### src/rtl/sync_event_arbiter.sv
// Collects rising edges from asynchronous event lines and presents them one at
// a time on a valid/ready port, using round-robin order and sticky overflow flags.
module sync_event_arbiter #(
    parameter int NUM_CH      = 4,
    parameter int SYNC_STAGES = 2,
    localparam int CH_W       = (NUM_CH > 1) ? $clog2(NUM_CH) : 1
) (
    input  logic              clk,
    input  logic              rst,
    input  logic [NUM_CH-1:0] sig_in,
    input  logic              evt_ready,
    input  logic              clr_ovf,
    output logic              evt_valid,
    output logic [CH_W-1:0]   evt_ch,
    output logic [NUM_CH-1:0] pend,
    output logic [NUM_CH-1:0] ovf_flag
);

    logic [NUM_CH-1:0] sync_reg [SYNC_STAGES];
    logic [NUM_CH-1:0] hist_reg;
    logic [NUM_CH-1:0] pend_reg;
    logic [NUM_CH-1:0] ovf_reg;
    logic              evt_valid_reg;
    logic [CH_W-1:0]   evt_ch_reg;
    logic [CH_W-1:0]   last_gnt_reg;

    logic [NUM_CH-1:0] edge_det;
    logic [NUM_CH-1:0] gnt_onehot;
    logic [NUM_CH-1:0] pend_next;
    logic [NUM_CH-1:0] ovf_next;
    logic [CH_W-1:0]   gnt_idx;
    logic [CH_W-1:0]   cand_idx;
    logic              gnt_found;
    logic              slot_free;
    logic              grant;

    // Plain flop chain: the first stage is the only consumer of sig_in.
    always_ff @(posedge clk or posedge rst) begin
        if (rst) begin
            for (int s = 0; s < SYNC_STAGES; s++) begin
                sync_reg[s] <= '0;
            end
        end else begin
            sync_reg[0] <= sig_in;
            for (int s = 1; s < SYNC_STAGES; s++) begin
                sync_reg[s] <= sync_reg[s-1];
            end
        end
    end

    assign slot_free = ~evt_valid_reg | evt_ready;
    assign grant     = slot_free & gnt_found;

    genvar gi;
    generate
        for (gi = 0; gi < NUM_CH; gi++) begin : g_ch
            assign edge_det[gi]   = sync_reg[SYNC_STAGES-1][gi] & ~hist_reg[gi];
            assign gnt_onehot[gi] = grant && (gnt_idx == CH_W'(gi));
        end
    endgenerate

    // Round-robin search starting just after the previous winner.
    always_comb begin
        gnt_idx   = '0;
        gnt_found = 1'b0;
        cand_idx  = '0;
        for (int k = 1; k <= NUM_CH; k++) begin
            cand_idx = CH_W'((int'(last_gnt_reg) + k) % NUM_CH);
            if (!gnt_found && pend_reg[cand_idx]) begin
                gnt_found = 1'b1;
                gnt_idx   = cand_idx;
            end
        end
    end

    // A new edge beats both the grant clear and the overflow clear.
    assign pend_next = (pend_reg & ~gnt_onehot) | edge_det;
    assign ovf_next  = (clr_ovf ? '0 : ovf_reg) | (edge_det & pend_reg & ~gnt_onehot);

    always_ff @(posedge clk or posedge rst) begin
        if (rst) begin
            hist_reg      <= '0;
            pend_reg      <= '0;
            ovf_reg       <= '0;
            evt_valid_reg <= 1'b0;
            evt_ch_reg    <= '0;
            last_gnt_reg  <= CH_W'(NUM_CH - 1);
        end else begin
            hist_reg <= sync_reg[SYNC_STAGES-1];
            pend_reg <= pend_next;
            ovf_reg  <= ovf_next;
            if (slot_free) begin
                if (grant) begin
                    evt_valid_reg <= 1'b1;
                    evt_ch_reg    <= gnt_idx;
                    last_gnt_reg  <= gnt_idx;
                end else begin
                    evt_valid_reg <= 1'b0;
                end
            end
        end
    end

    assign evt_valid = evt_valid_reg;
    assign evt_ch    = evt_ch_reg;
    assign pend      = pend_reg;
    assign ovf_flag  = ovf_reg;

endmodule

### config.mk
export PLATFORM = sky130hd
export DESIGN_NAME = sync_event_arbiter
export DESIGN_NICKNAME = d
export VERILOG_FILES = /design/src/rtl/sync_event_arbiter.sv
export SDC_FILE = /design/constraint.sdc
export NUM_CORES = 1
export LEC_CHECK = 0
export ABC_AREA = 1
export CELL_PAD_IN_SITES_DETAIL_PLACEMENT = 1
export CELL_PAD_IN_SITES_GLOBAL_PLACEMENT = 1
export CORE_ASPECT_RATIO = 0.9
export CORE_MARGIN = 2
export CORE_UTILIZATION = 38
export DETAILED_ROUTE_END_ITERATION = 8
export PLACE_DENSITY_LB_ADDON = 0.1
export SLEW_MARGIN = 40
export SYNTH_ARGS = -nofsm -noshare
export SYNTH_HDL_FRONTEND = slang
export SYNTH_SLANG_ARGS = --single-unit
### constraint.sdc
create_clock -name clk -period 1.8 [get_ports clk]
set_clock_uncertainty 0.1 [all_clocks]
set_input_delay 0.54 -clock clk [delete_from_list [all_inputs] [get_ports clk]]
set_output_delay 0.54 -clock clk [all_outputs]
set_load 0.02 [all_outputs]
==> results.py, run 1 <==
metrics = {
    "synth": {
        "yosysTopAreaCell": "dfrtp_1",
        "synthFlopType": "dfrtp_1",
        "yosysSeqAreaShare": 0.549,
        "ys_types": 17,
        "synthCells": 139,
        "ys_warn_count": 0,
        "async_reset_ff_frac": 1.00,
        "syn-num-nets": 147,
        "synth.most_common_cell": "nand2_1",
        "netlist_area_um2": 1140,
        "avgSynthCellArea_um2": 8.23,
        "yosys-top-cells-area": "dfrtp_1 50%, nand2_1 19%, nand2_2 4.9%, nand3_1 4.8%, dfstp_2 4.6%",
        "synth_top_area_frac": 0.503,
        "netlist_top_cells_count": "57 x nand2_1, 23 x dfrtp_1, 13 x inv_1",
        "synth-edff-count": 0,
        "synth_seq_cells": 25,
    },
    "final_layout": {
        "insertedDiodeCount": 0,
        "fin_util": 0.538,
        "multi_input_area_um2": 479,
        "drive_gt1_frac": 0.272,
        "syn_to_final_growth_pct": 32.5,
        "fin_area_um2": 1520,
        "nets": 178,
        "fill_cells": 347,
        "largest_reg_flops": 8,
        "ff_latch_area_um2": 631,
    },
    "worst_setup_path": {
        "worstPathRequired_ns": 1.94,
        "criticalPathCategory": "flop to flop",
        "startpoint_type": "flop",
        "slowest_delay_ns": 0.64,
        "cp_cell_sequence": "buf_4 -> nand2_1 -> nand3_1 -> nand2_2 -> nand4_1 -> nand4_1 -> nor2_1 -> nor2_1",
        "worst-path-max-fanout": 6,
        "critPathCaptureType": "flop",
        "arrival_ns": 1.94,
        "critPathSlowestCell": "dfstp_2",
    },
    "run": {
        "cap_violations": 0,
    },
    "sta": {
        "worstMarginPinSlew_ns": 0.312,
        "finalWorstSetupSlack_ns": -0.00662,
        "max_freq_mhz": 554,
        "slew_headroom": 0.792,
        "fin_setup_tns_ns": -0.0110,
        "period_minus_slack_ns": 1.81,
        "period_share": 1.00,
        "rsz0062_at_grt": "true",
        "finalSetupViolCount": 2,
        "slew_viol_final": 0,
        "final_hold_viol_count": 0,
    },
    "placed_design": {
        "post-dp-hpwl_um": 1930,
        "place.gp.congestion": 0.792,
        "post_dp_cell_area_um2": 1390,
        "io_buffer_count": 18,
    },
    "clock_tree": {
        "cts_num_sinks": 25,
        "cts_max_path_buffers": 2,
        "clkTransAtPathRegs_ns": 0.15,
        "h-tree-depth": 1,
        "ctsHoldBuffers": 0,
        "root_buffer": "clkbuf_4",
        "cts_tree": "done",
        "cts_buffers": 3,
        "worstSkewPairLatency_ns": 0.33,
    },
    "power_and_ir_drop": {
        "peakVddDrop_uv": 696,
        "power_density_nw_per_um2": 1980,
        "power.total_mw": 2.99,
        "p_leak_nw": 0.812,
    },
    "global_routing": {
        "grt_max_degree": 26,
        "grt_pass1_wl_um": 4550,
        "antenna_found_initial": 0,
        "grtUsageTotal": 0.178,
        "grt_overflow": 0,
        "grt_pass1_vias": 1022,
    },
    "die": {
        "die_w_um": 61.8,
        "die_y_um": 56.0,
        "coreArea_um2": 2820,
        "io_pins": 19,
        "initial_core_util": 0.406,
        "fp-row-count": 18,
        "die_area_um2": 3460,
    },
    "drt": {
        "drt_pre_antenna_iters": 4,
        "ant_nets": 0,
        "drtIter0Drc": 25,
        "drc": 0,
        "routed_via_density": 4.62,
        "wl_per_cell_um": 12.6,
        "vias": 966,
        "routed_wirelength_um": 2620,
    },
    "run_status": {
        "violations": "negative setup slack",
        "outcome": "complete, but fails checks",
    },
    "min_path": {
        "hp-class": "flop to flop",
    },
}
[critical path, delay by kind of cell, from the launching register on]
kind          cells  cell delay, ns
flops             1            0.64
simple gates      7            0.84
buf+inv           1            0.14
[layer usage]
metal | share of wire | vias up | GRT usage
li1 | - | 490 | -
met1 | 0.46 | 456 | 0.245
met2 | 0.50 | 16 | 0.283
met3 | 0.035 | 4 | 0.0302
met4 | 0.013 | 0 | 0.0547
met5 | 0 | - | 0
[final cells by class]
class,instances,area share
well taps,40,0.0330
repair buffers,28,0.171
inverters,17,0.0454
multi-input cells,95,0.316
clock buffers,3,0.0149
flip-flops and latches,25,0.416
clock inverters,1,0.00330
[power breakdown]
group	internal (mW)	switching [mW]	total, mW	leakage, nW
clock network	0.0834	0.174	0.258	0.0177
logic	0.701	1.16	1.86	0.507
registers	0.734	0.137	0.871	0.287
[repair_timing]
action / CTS / global route
pin swaps: 6 / 3
gates resized for setup: 24 / 6
hold endpoints to repair: 0 / 0
setup buffers: 3 / 2
endpoints found under the setup margin: 18 / 16
[metrics by stage]
step           hold slack [ns]  std cells  setup WS [ns]
2_1_floorplan            0.231        139          0.202
3_3_place_gp             0.233        200         0.0114
3_5_place_dp             0.236        200        -0.0369
4_1_cts                  0.266        207        -0.0139
5_1_grt                  0.279        209         -0.131
6_report                 0.264        209       -0.00662
[layout by cell type, fill, tap and decap left out, drive strengths merged, types with 2 or more instances in the layout]
| master | count |
|---|---|
| buf | 10 |
| nand3 | 11 |
| nand4 | 5 |
| inv | 17 |
| dfstp | 2 |
| clkdlybuf4s50 | 7 |
| dfrtp | 23 |
| o21ai | 2 |
| clkbuf | 3 |
| dlygate4sd2 | 10 |
| nand2 | 66 |
| nor2 | 9 |
[kinds of logic after synthesis]
family	after synthesis	share of synthesized area
buffers and inverters	19	0.0777
AOI/OAI and AO/OA	3	0.0164
DFF	25	0.549
and+or+nand+nor	92	0.357
[path summary, 6_finish.rpt]
| path | from | endpoint | slack [ns] | cells past startpoint |
|---|---|---|---|---|
| min | sync_reg[4] | sync_reg[0] | 0.26 | 0 |
| min in group asynchronous | rst | sync_reg[7] | 0.43 | 3 |
| max reg2reg | last_gnt_reg[0] | evt_ch[1] | -0.007 | 8 |
| max in group asynchronous | rst | last_gnt_reg[0] | 0.86 | 3 |
| min reg2reg | sync_reg[4] | sync_reg[0] | 0.26 | 0 |
| max | last_gnt_reg[0] | evt_ch[1] | -0.007 | 8 |
Note: power is estimated with default switching activity, not from simulation.
==> run 2: changes to the inputs <==
--- a/config.mk
+++ b/config.mk
@@ -13,6 +13,7 @@
 export CORE_UTILIZATION = 38
 export DETAILED_ROUTE_END_ITERATION = 8
 export PLACE_DENSITY_LB_ADDON = 0.1
+export SETUP_SLACK_MARGIN = 0.3
 export SLEW_MARGIN = 40
 export SYNTH_ARGS = -nofsm -noshare
 export SYNTH_HDL_FRONTEND = slang
==> constraint.sdc (replaced) <==
create_clock -name clk -period 1.8 [get_ports clk]
set_clock_uncertainty 0.1 [all_clocks]
set_input_delay 0.27 -clock clk [delete_from_list [all_inputs] [get_ports clk]]
set_output_delay 0.27 -clock clk [all_outputs]
set_load 0.02 [all_outputs]
==> results.py, run 2 (synthesized netlist as in run 1, its figures left out) <==
metrics = {
    "run_status": {
        "outcome": "complete, but fails checks",
        "violations": "negative setup slack",
    },
    "sta": {
        "slew_viol_final": 0,
        "max_freq_mhz": 521,
        "fin_hold_ws_ns": 0.206,
        "slew_headroom": 0.791,
        "period_minus_slack_ns": 1.92,
        "worstMarginPinSlew_ns": 0.313,
        "period_share": 1.07,
        "finalSetupViolCount": 12,
        "rsz0062_at_grt": "true",
        "finalWorstSetupSlack_ns": -0.119,
        "final_hold_viol_count": 0,
    },
    "final_layout": {
        "nets": 186,
        "multi_input_area_um2": 551,
        "fin_area_um2": 1640,
        "drive_gt1_frac": 0.418,
        "fill_cells": 339,
        "mostFrequentLayoutCells": "38 x nand2_1, 22 x nand2_2, 20 x dfrtp_1",
        "ff_latch_area_um2": 632,
        "layout.cells.most_common": "nand2_1",
        "syn_to_final_growth_pct": 43.2,
        "insertedDiodeCount": 0,
        "largest_reg_flops": 8,
        "fin_util": 0.582,
    },
    "clock_tree": {
        "cts_tree": "done",
        "h-tree-depth": 1,
        "worstSkewPairLatency_ns": 0.31,
        "cts_max_path_buffers": 2,
        "root_buffer": "clkbuf_4",
        "clkTransAtPathRegs_ns": 0.13,
        "ctsHoldBuffers": 0,
        "cts_buffers": 3,
        "cts_num_sinks": 25,
    },
    "drt": {
        "wl_per_cell_um": 14.6,
        "drt_pre_antenna_iters": 4,
        "routed_via_density": 4.84,
        "drc": 0,
        "ant_nets": 0,
        "routed_wirelength_um": 3170,
        "vias": 1051,
        "drtIter0Drc": 46,
    },
    "worst_setup_path": {
        "arrival_ns": 2.04,
        "critPathCaptureType": "flop",
        "cp_top_family": "simple AND/OR/NAND/NOR gates",
        "criticalPathCategory": "flop to flop",
        "cp-startpoint": "last_gnt_reg[0]",
        "cp_num_buf_inv": 2,
        "r2r_cells": 13,
        "timing.rr.start": "last_gnt_reg[0]",
        "r2r_slack_ns": -0.12,
        "cp_cell_sequence": "buf_6 -> nand2_4 -> nand2_4 -> nand2_2 -> nand2_2 -> buf_4 -> nand2_2 -> nand2_1 -> nand2_1 -> nand2_2 -> nand3_2 -> nand2_1 -> nand2_1",
        "startpoint_type": "flop",
        "worstPathRequired_ns": 1.92,
        "r2r_end": "ovf_flag[3]",
        "worst-path-max-fanout": 5,
        "slowest_delay_ns": 0.64,
        "critPathSlowestCell": "dfstp_2",
    },
    "die": {
        "fp-row-count": 18,
        "initial_core_util": 0.406,
        "coreArea_um2": 2820,
        "io_pins": 19,
        "die_w_um": 61.8,
        "die_area_um2": 3460,
        "die_y_um": 56.0,
    },
    "global_routing": {
        "grt_pass1_vias": 1163,
        "grtUsageTotal": 0.210,
        "grt_pass1_wl_um": 5350,
        "antenna_found_initial": 0,
        "grt_max_degree": 26,
        "grt_overflow": 0,
    },
    "placed_design": {
        "place.gp.congestion": 0.862,
        "post_dp_cell_area_um2": 1380,
        "place_ws_ns": -0.0689,
        "post-dp-hpwl_um": 2000,
        "io_buffer_count": 18,
    },
    "run": {
        "cap_violations": 0,
    },
    "power_and_ir_drop": {
        "peakVddDrop_uv": 885,
        "p_leak_nw": 0.869,
        "power_density_nw_per_um2": 2120,
        "power.total_mw": 3.47,
    },
    "min_path": {
        "hp-class": "primary input to async pin",
    },
}
-- run 2: worst max path at each step --
stage	depth (start not counted)	endpoint	slack (ns)
detailed placement	10	ovf_flag[0]	-0.07
finish	13	ovf_flag[3]	-0.12
CTS	9	ovf_flag[3]	-0.03
floorplan	11	pend[3]	0.20
global route	13	pend[3]	-0.23
global placement	10	ovf_flag[0]	-0.02
-- run 2: report_power, final --
group | internal, mW | total [mW] | switching, mW
clock network | 0.0829 | 0.241 | 0.158
registers | 0.736 | 0.888 | 0.151
logic | 0.904 | 2.34 | 1.43
-- run 2: what timing repair did --
action | 4_1_cts | 5_1_grt
endpoints found under the setup margin | 24 | 16
hold endpoints to repair | 0 | 0
gates resized for setup | 56 | 7
pin swaps | 26 | 8
buffers inserted | 10 | 4
-- run 2: cell type report --
| class | count | share of cell area |
|---|---|---|
| clock buffers | 3 | 0.0138 |
| repair buffers | 36 | 0.187 |
| flip-flops and latches | 25 | 0.386 |
| inverters | 17 | 0.0435 |
| well taps | 40 | 0.0306 |
| clock inverters | 1 | 0.00306 |
| multi-input cells | 95 | 0.336 |
-- run 2: metrics by stage --
step	TNS [ns]	instances
finish	-0.678	217
global route	-2.08	217
CTS	-0.0531	213
detailed placement	-0.320	199
global placement	-0.0180	199
floorplan	0	139
-- run 2: metal layers --
metal / vias up / global-route usage / part of all wire
li1: 503 / - / -
met1: 519 / 0.261 / 0.41
met2: 23 / 0.362 / 0.54
met3: 6 / 0.0279 / 0.027
met4: 0 / 0.0729 / 0.017
met5: - / 0 / 0
-- run 2: worst min-delay path, stage by stage --
cell and delay [ns]:
clkdlybuf4s50_1 0.40, inv_1 0.06, buf_4 0.30
